### src/rtl/connect4_pkg.sv
// Shared Connect-4 definitions: token encodings, controller FSM states and
// the board cell addressing rule used by the drop controller.
package connect4_pkg;

  localparam logic [1:0] EMPTY    = 2'b00;
  localparam logic [1:0] PLAYER_1 = 2'b01;
  localparam logic [1:0] PLAYER_2 = 2'b10;

  typedef enum logic [1:0] {
    CLEAR = 2'd0,
    IDLE  = 2'd1,
    WRITE = 2'd2,
    REJ   = 2'd3
  } state_t;

  // Row 0 is the top row; cells are laid out row-major.
  function automatic int cell_addr(input int col, input int row, input int cols = 7);
    return col + cols * row;
  endfunction

endpackage

### src/rtl/drop_controller_col_height_file.sv
// Per-column fill height counters with saturating increment and registered
// column-full flags.
module col_height_file #(
  parameter int COLS = 7,
  parameter int ROWS = 6,
  localparam int COL_W = $clog2(COLS),
  localparam int HW = $clog2(ROWS + 1)
) (
  input  logic             clk,
  input  logic             rst,
  input  logic             i_inc,
  input  logic [COL_W-1:0] i_inc_col,
  input  logic [COL_W-1:0] i_rd_col,
  output logic [HW-1:0]    o_rd_height,
  output logic [COLS-1:0]  o_col_full
);

  logic [HW-1:0]   r_h [COLS];
  logic [COLS-1:0] r_full;

  always_ff @(posedge clk) begin
    if (rst) begin
      for (int c = 0; c < COLS; c++) r_h[c] <= '0;
      r_full <= '0;
    end else if (i_inc && (int'(i_inc_col) < COLS)) begin
      if (int'(r_h[i_inc_col]) < ROWS) begin
        r_h[i_inc_col]    <= r_h[i_inc_col] + HW'(1);
        // Flag follows the new height in the same edge so it is valid right after the write.
        r_full[i_inc_col] <= (int'(r_h[i_inc_col]) + 1 == ROWS);
      end
    end
  end

  assign o_rd_height = (int'(i_rd_col) < COLS) ? r_h[i_rd_col] : '0;
  assign o_col_full  = r_full;

endmodule

### src/rtl/drop_controller.sv
// Connect-4 piece-drop controller: clears board RAM after reset, then accepts
// one drop per handshake, writes the mover's token and alternates players.
module drop_controller
  import connect4_pkg::*;
#(
  parameter int COLS = 7,
  parameter int ROWS = 6,
  parameter int CELL_W = 2,
  parameter int ADDR_W = $clog2(COLS * ROWS),
  parameter int COL_W = $clog2(COLS)
) (
  input  logic                    CLOCK_50,
  input  logic                    reset,
  input  logic                    drop_valid,
  input  logic [COL_W-1:0]        drop_col,
  output logic                    drop_ready,
  output logic [ADDR_W-1:0]       mem_addr,
  output logic [CELL_W-1:0]       mem_data,
  output logic                    mem_wren,
  output logic                    done,
  output logic [$clog2(ROWS)-1:0] done_row,
  output logic [COL_W-1:0]        done_col,
  output logic                    reject,
  output logic [CELL_W-1:0]       current_player,
  output logic [COLS-1:0]         col_full,
  output logic                    board_full
);

  localparam int N    = COLS * ROWS;
  localparam int HW   = $clog2(ROWS + 1);
  localparam int RW   = $clog2(ROWS);
  localparam int CW   = $clog2(N + 1);

  state_t            r_state, w_next;
  logic [CW-1:0]     r_clr, r_count;
  logic [CELL_W-1:0] r_player;
  logic              r_board_full;
  logic              r_ready, r_wren, r_done, r_rej;
  logic [ADDR_W-1:0] r_addr;
  logic [CELL_W-1:0] r_data;
  logic [RW-1:0]     r_row;
  logic [COL_W-1:0]  r_dcol;

  logic              w_ready, w_wren, w_done, w_rej, w_clr_inc, w_inc;
  logic [ADDR_W-1:0] w_addr;
  logic [CELL_W-1:0] w_data;
  logic [RW-1:0]     w_row;
  logic [COL_W-1:0]  w_dcol;
  logic [HW-1:0]     w_h;
  logic [COLS-1:0]   w_col_full;
  logic              w_col_ok;
  logic [COL_W-1:0]  w_sel;

  col_height_file #(.COLS(COLS), .ROWS(ROWS)) u_heights (
    .clk        (CLOCK_50),
    .rst        (reset),
    .i_inc      (w_inc),
    .i_inc_col  (r_dcol),
    .i_rd_col   (drop_col),
    .o_rd_height(w_h),
    .o_col_full (w_col_full)
  );

  assign w_col_ok = (int'(drop_col) < COLS);
  assign w_sel    = w_col_ok ? drop_col : '0;

  // Outputs are registered: next-cycle values are decided here from the current state.
  always_comb begin
    w_next    = r_state;
    w_ready   = 1'b0;
    w_wren    = 1'b0;
    w_done    = 1'b0;
    w_rej     = 1'b0;
    w_clr_inc = 1'b0;
    w_inc     = 1'b0;
    w_addr    = r_addr;
    w_data    = r_data;
    w_row     = r_row;
    w_dcol    = r_dcol;
    case (r_state)
      CLEAR: begin
        if (r_clr == CW'(N)) begin
          w_next  = IDLE;
          w_ready = 1'b1;
        end else begin
          w_wren    = 1'b1;
          w_addr    = ADDR_W'(r_clr);
          w_data    = CELL_W'(EMPTY);
          w_clr_inc = 1'b1;
        end
      end
      IDLE: begin
        w_ready = 1'b1;
        if (drop_valid && r_ready) begin
          w_ready = 1'b0;
          if (!w_col_ok || w_col_full[w_sel] || r_board_full) begin
            w_next = REJ;
            w_rej  = 1'b1;
          end else begin
            w_next = WRITE;
            w_wren = 1'b1;
            w_done = 1'b1;
            w_addr = ADDR_W'(cell_addr(int'(drop_col), ROWS - 1 - int'(w_h), COLS));
            w_data = r_player;
            w_row  = RW'(ROWS - 1 - int'(w_h));
            w_dcol = drop_col;
          end
        end
      end
      WRITE: begin
        w_next  = IDLE;
        w_ready = 1'b1;
        w_inc   = 1'b1;
      end
      REJ: begin
        w_next  = IDLE;
        w_ready = 1'b1;
      end
      default: w_next = CLEAR;
    endcase
  end

  always_ff @(posedge CLOCK_50) begin
    if (reset) begin
      r_state      <= CLEAR;
      r_clr        <= '0;
      r_count      <= '0;
      r_player     <= CELL_W'(PLAYER_1);
      r_board_full <= 1'b0;
      r_ready      <= 1'b0;
      r_wren       <= 1'b0;
      r_done       <= 1'b0;
      r_rej        <= 1'b0;
      r_addr       <= '0;
      r_data       <= '0;
      r_row        <= '0;
      r_dcol       <= '0;
    end else begin
      r_state <= w_next;
      r_ready <= w_ready;
      r_wren  <= w_wren;
      r_done  <= w_done;
      r_rej   <= w_rej;
      r_addr  <= w_addr;
      r_data  <= w_data;
      r_row   <= w_row;
      r_dcol  <= w_dcol;
      if (w_clr_inc) r_clr <= r_clr + CW'(1);
      if (w_inc) begin
        r_count      <= r_count + CW'(1);
        r_board_full <= (int'(r_count) + 1 == N);
        r_player     <= (r_player == CELL_W'(PLAYER_1)) ? CELL_W'(PLAYER_2) : CELL_W'(PLAYER_1);
      end
    end
  end

  assign drop_ready     = r_ready;
  assign mem_wren       = r_wren;
  assign mem_addr       = r_addr;
  assign mem_data       = r_data;
  assign done           = r_done;
  assign done_row       = r_row;
  assign done_col       = r_dcol;
  assign reject         = r_rej;
  assign current_player = r_player;
  assign col_full       = w_col_full;
  assign board_full     = r_board_full;

endmodule

### config.mk
export PLATFORM = sky130hd
export DESIGN_NAME = drop_controller
export DESIGN_NICKNAME = d
export VERILOG_FILES = /design/src/rtl/connect4_pkg.sv /design/src/rtl/drop_controller_col_height_file.sv /design/src/rtl/drop_controller.sv
export SDC_FILE = /design/constraint.sdc
export NUM_CORES = 1
export LEC_CHECK = 0
export ABC_AREA = 1
export BUFFER_PORTS_ARGS = -buffer_cell sky130_fd_sc_hd__buf_4
export CAP_MARGIN = 10
export CORE_MARGIN = 4
export CORE_UTILIZATION = 54
export CTS_CLUSTER_SIZE = 25
export DETAILED_ROUTE_END_ITERATION = 8
export PLACE_DENSITY = 0.76
export SYNTH_ARGS = -nofsm -noshare
export SYNTH_HDL_FRONTEND = slang
export SYNTH_SLANG_ARGS = --single-unit
### constraint.sdc
create_clock -name CLOCK_50 -period 3.56 [get_ports CLOCK_50]
set_input_delay 0.356 -clock CLOCK_50 [delete_from_list [all_inputs] [get_ports CLOCK_50]]
set_output_delay 0.356 -clock CLOCK_50 [all_outputs]
set_load 0.005 [all_outputs]
==> impl_metrics.ini <==
[outcome]
status = complete, no violations

[power_and_ir_drop]
p_switching_w = 0.0004758
power.density_nw_per_um2 = 378.9
switching_share_pct = 28.18
peakVddDrop_uv = 293.6
p_int_w = 0.001213
power.share.clock_pct = 37.6
power_frac_comb_pct = 13.1
power.leakage_nw = 2.216
pwr-share-seq_pct = 49.3
power_w = 0.001688

[placed_design]
place_congestion = 0.9051
place_area_sq_um = 4238
dp_cells = 662
dpl.hpwl_um = 6861
portBuffers = 33

[sta]
hold_viol = 0
tightest_slew_ns = 0.6869
fin_tns_setup_ns = 0
fin_crit_sh_pct = 89.72
finalSetupViolCount = 0
worst_clock_skew_ns = 0.008265
maxSlewHeadroom_pct = 54.15
period_minus_slack_ns = 3.194
clock.fmax_mhz = 313.1
slew_viol_final = 0
hold-worst-slack_ns = 0.3596

[detailed_routing]
vias = 3519
routed_wl_um = 9147
vias_per_cell = 5.190
avgRoutedWirePerCell_um = 13.49
drc = 0
drt_iter0_markers = 266
ant_nets = 0
first_pass_iters = 5

[die]
rows = 30
die_w_um = 93.54
die_area_sq_um = 8750
initial_core_util_pct = 56.90
core_sq_um = 6944
pin_count = 34
die_y_um = 93.54

[synth]
avgSynthCellArea_sq_um = 7.263
synth_top_area_share_pct = 24.32
ys_ff_latch = 69
yosysWarningCount = 0
synth_edf_count = 21
ys.flop_type = dfxtp_1
seq_area_frac_synth_pct = 40.28
synthCells = 544
synth_area_leader_cell = dfxtp_1
netlist_area_sq_um = 3951
ys_async_sr_fraction_pct = 0
ys_top_cells_by_area = dfxtp_1 24%, edfxtp_1 16%, nand2_1 14%, inv_1 7.5%, nor2_1 6.8%
yosysUniqueCellTypes = 38

[global_route]
grt_pass1_wl_um = 15070
grt_util_all_layers_pct = 22.10
antenna_found_initial = 0
grt_start_max_net_pins = 33
grt_pass1_vias = 3222
grt_remaining_overflow = 0

[job]
max_cap_viol_count = 0

[clock_network]
cts_tree = done
cts.sinks = 69
ctsHoldBuffers = 0
h-tree-depth = 3
numCtsBuffers = 9
insertion_delay_ns = 0.35
clockBufferDepth = 2
post_cts_buffers = 0
cts-resized-gates = 0
clk_pin_slew_ns = 0.08
cts_root_buf = clkbuf_8

[setup_path]
path_buf_inv = 4
cpPeakStageDelay_ns = 0.50
r2r_cells = 23
worstPathArrival_ns = 3.44
crit_cells = 23
cp_max_fo = 2
cp-start-kind = flip-flop
endpoint_kind = flip-flop
crit_chain = o211ai_1 > nand2_1 > nand2_1 > nand2_1 > nand2_1 > inv_2 > ha_4 > inv_1 > nand2_1 > nand2_1 > nand2_1 > nand2_1 > fa_1 > inv_1 > fa_2 > inv_1 > nand3_1 > nand2_1 > nand2_1 > a31oi_1 > nand3_1 > nand2_1 > nor2_1
crit_type = flip-flop to flip-flop
path_delay_family = adder cells
crit_path_frequent_cell = nand2_1
required_ns = 3.81
crit_slowest_cell = fa_1

[finish]
drive_above_1_share_pct = 14.26
final_common_cell = nand2_1
area_delta_synth_final_pct = 12.76
layout_common_cells = 148 x nand2_1, 77 x inv_1, 71 x nor2_1
num_antenna_cells = 0
final_cells = 678
fin_area_sq_um = 4456
nets = 601

[min_path]
min_path_cells = 2
hold_class = primary input to flip-flop
==> cell usage after synthesis (all sizes together) (2+ instances only) <==
master / count
buf: 9
nand3b: 6
nand2: 158
nand3: 38
a21oi: 24
ha: 16
edfxtp: 21
a31oi: 2
nor3b: 2
clkbuf: 8
inv: 84
nor3: 3
o21ai: 24
dfxtp: 48
xor2: 5
fa: 2
nand4: 8
o211ai: 7
nor2: 75
==> path summary, 6_finish.rpt <==
check / start / endpoint / slack [ns]
setup / recovery: u_heights.r_h[0][1] / mem_addr[5] / 0.37
hold reg to reg: mem_addr[5] / mem_addr[5] / 0.48
hold / removal: reset / r_clr[5] / 0.36
setup reg to reg: u_heights.r_h[0][1] / mem_addr[5] / 0.37
==> registers in the layout, summed over array words and instances, names as in the netlist, 3 cells and up, named ones only <==
| name | cells |
|---|---|
| u_heights.r_h | 24 |
| u_heights.o_col_full | 7 |
| mem_addr | 6 |
| r_clr | 6 |
| r_count | 6 |
| done_col | 3 |
| done_row | 3 |
==> area by class of cell <==
type                       instances  area (sq um)
multi-input combinational        376          1951
fill                             661          2489
sequential                        69          1592
inverter                          84         315.3
timing repair buffer              37         277.8
clock buffer                      10         148.9
clock inverter                     6         51.30
tap                               96         120.1
==> cell families after synthesis <==
kind of cell	share of synthesized area, %
AO/OA/AOI/OAI	8.455
XOR/XNOR	1.330
adder cells (fa/ha/maj)	6.080
buffers and inverters	10.99
flip-flops	40.28
other	0.09491
AND/OR/NAND/NOR	32.77
==> power by group through the flow <==
stage                     clock [W]  sequential, W  combinational, W
after detailed placement          0       0.000850          0.000213
final                      0.000635       0.000832          0.000221
after floorplan                   0       0.000847          0.000166
after global placement            0       0.000850          0.000206
after CTS                  0.000647       0.000832          0.000216
after global routing       0.000687       0.000834          0.000257
==> routing by layer <==
layer | part of all wire [%] | track usage, % | vias to the layer above
met2 | 46 | 35.32 | 116
met3 | 7.1 | 6.034 | 15
met4 | 1.2 | 4.573 | 0
met1 | 46 | 30.09 | 1613
li1 | - | - | 1775
met5 | 0 | 0 | -
==> through the flow <==
stage / setup slack, ns / utilization, %
2_1_floorplan: 0.1459 / -
3_3_place_gp: 0.1679 / 61.03
3_5_place_dp: 0.05986 / 61.03
4_1_cts: 0.2601 / 63.91
5_1_grt: -0.01170 / 64.16
6_report: 0.3659 / 64.16
Note: power is estimated with default switching activity, not from simulation.
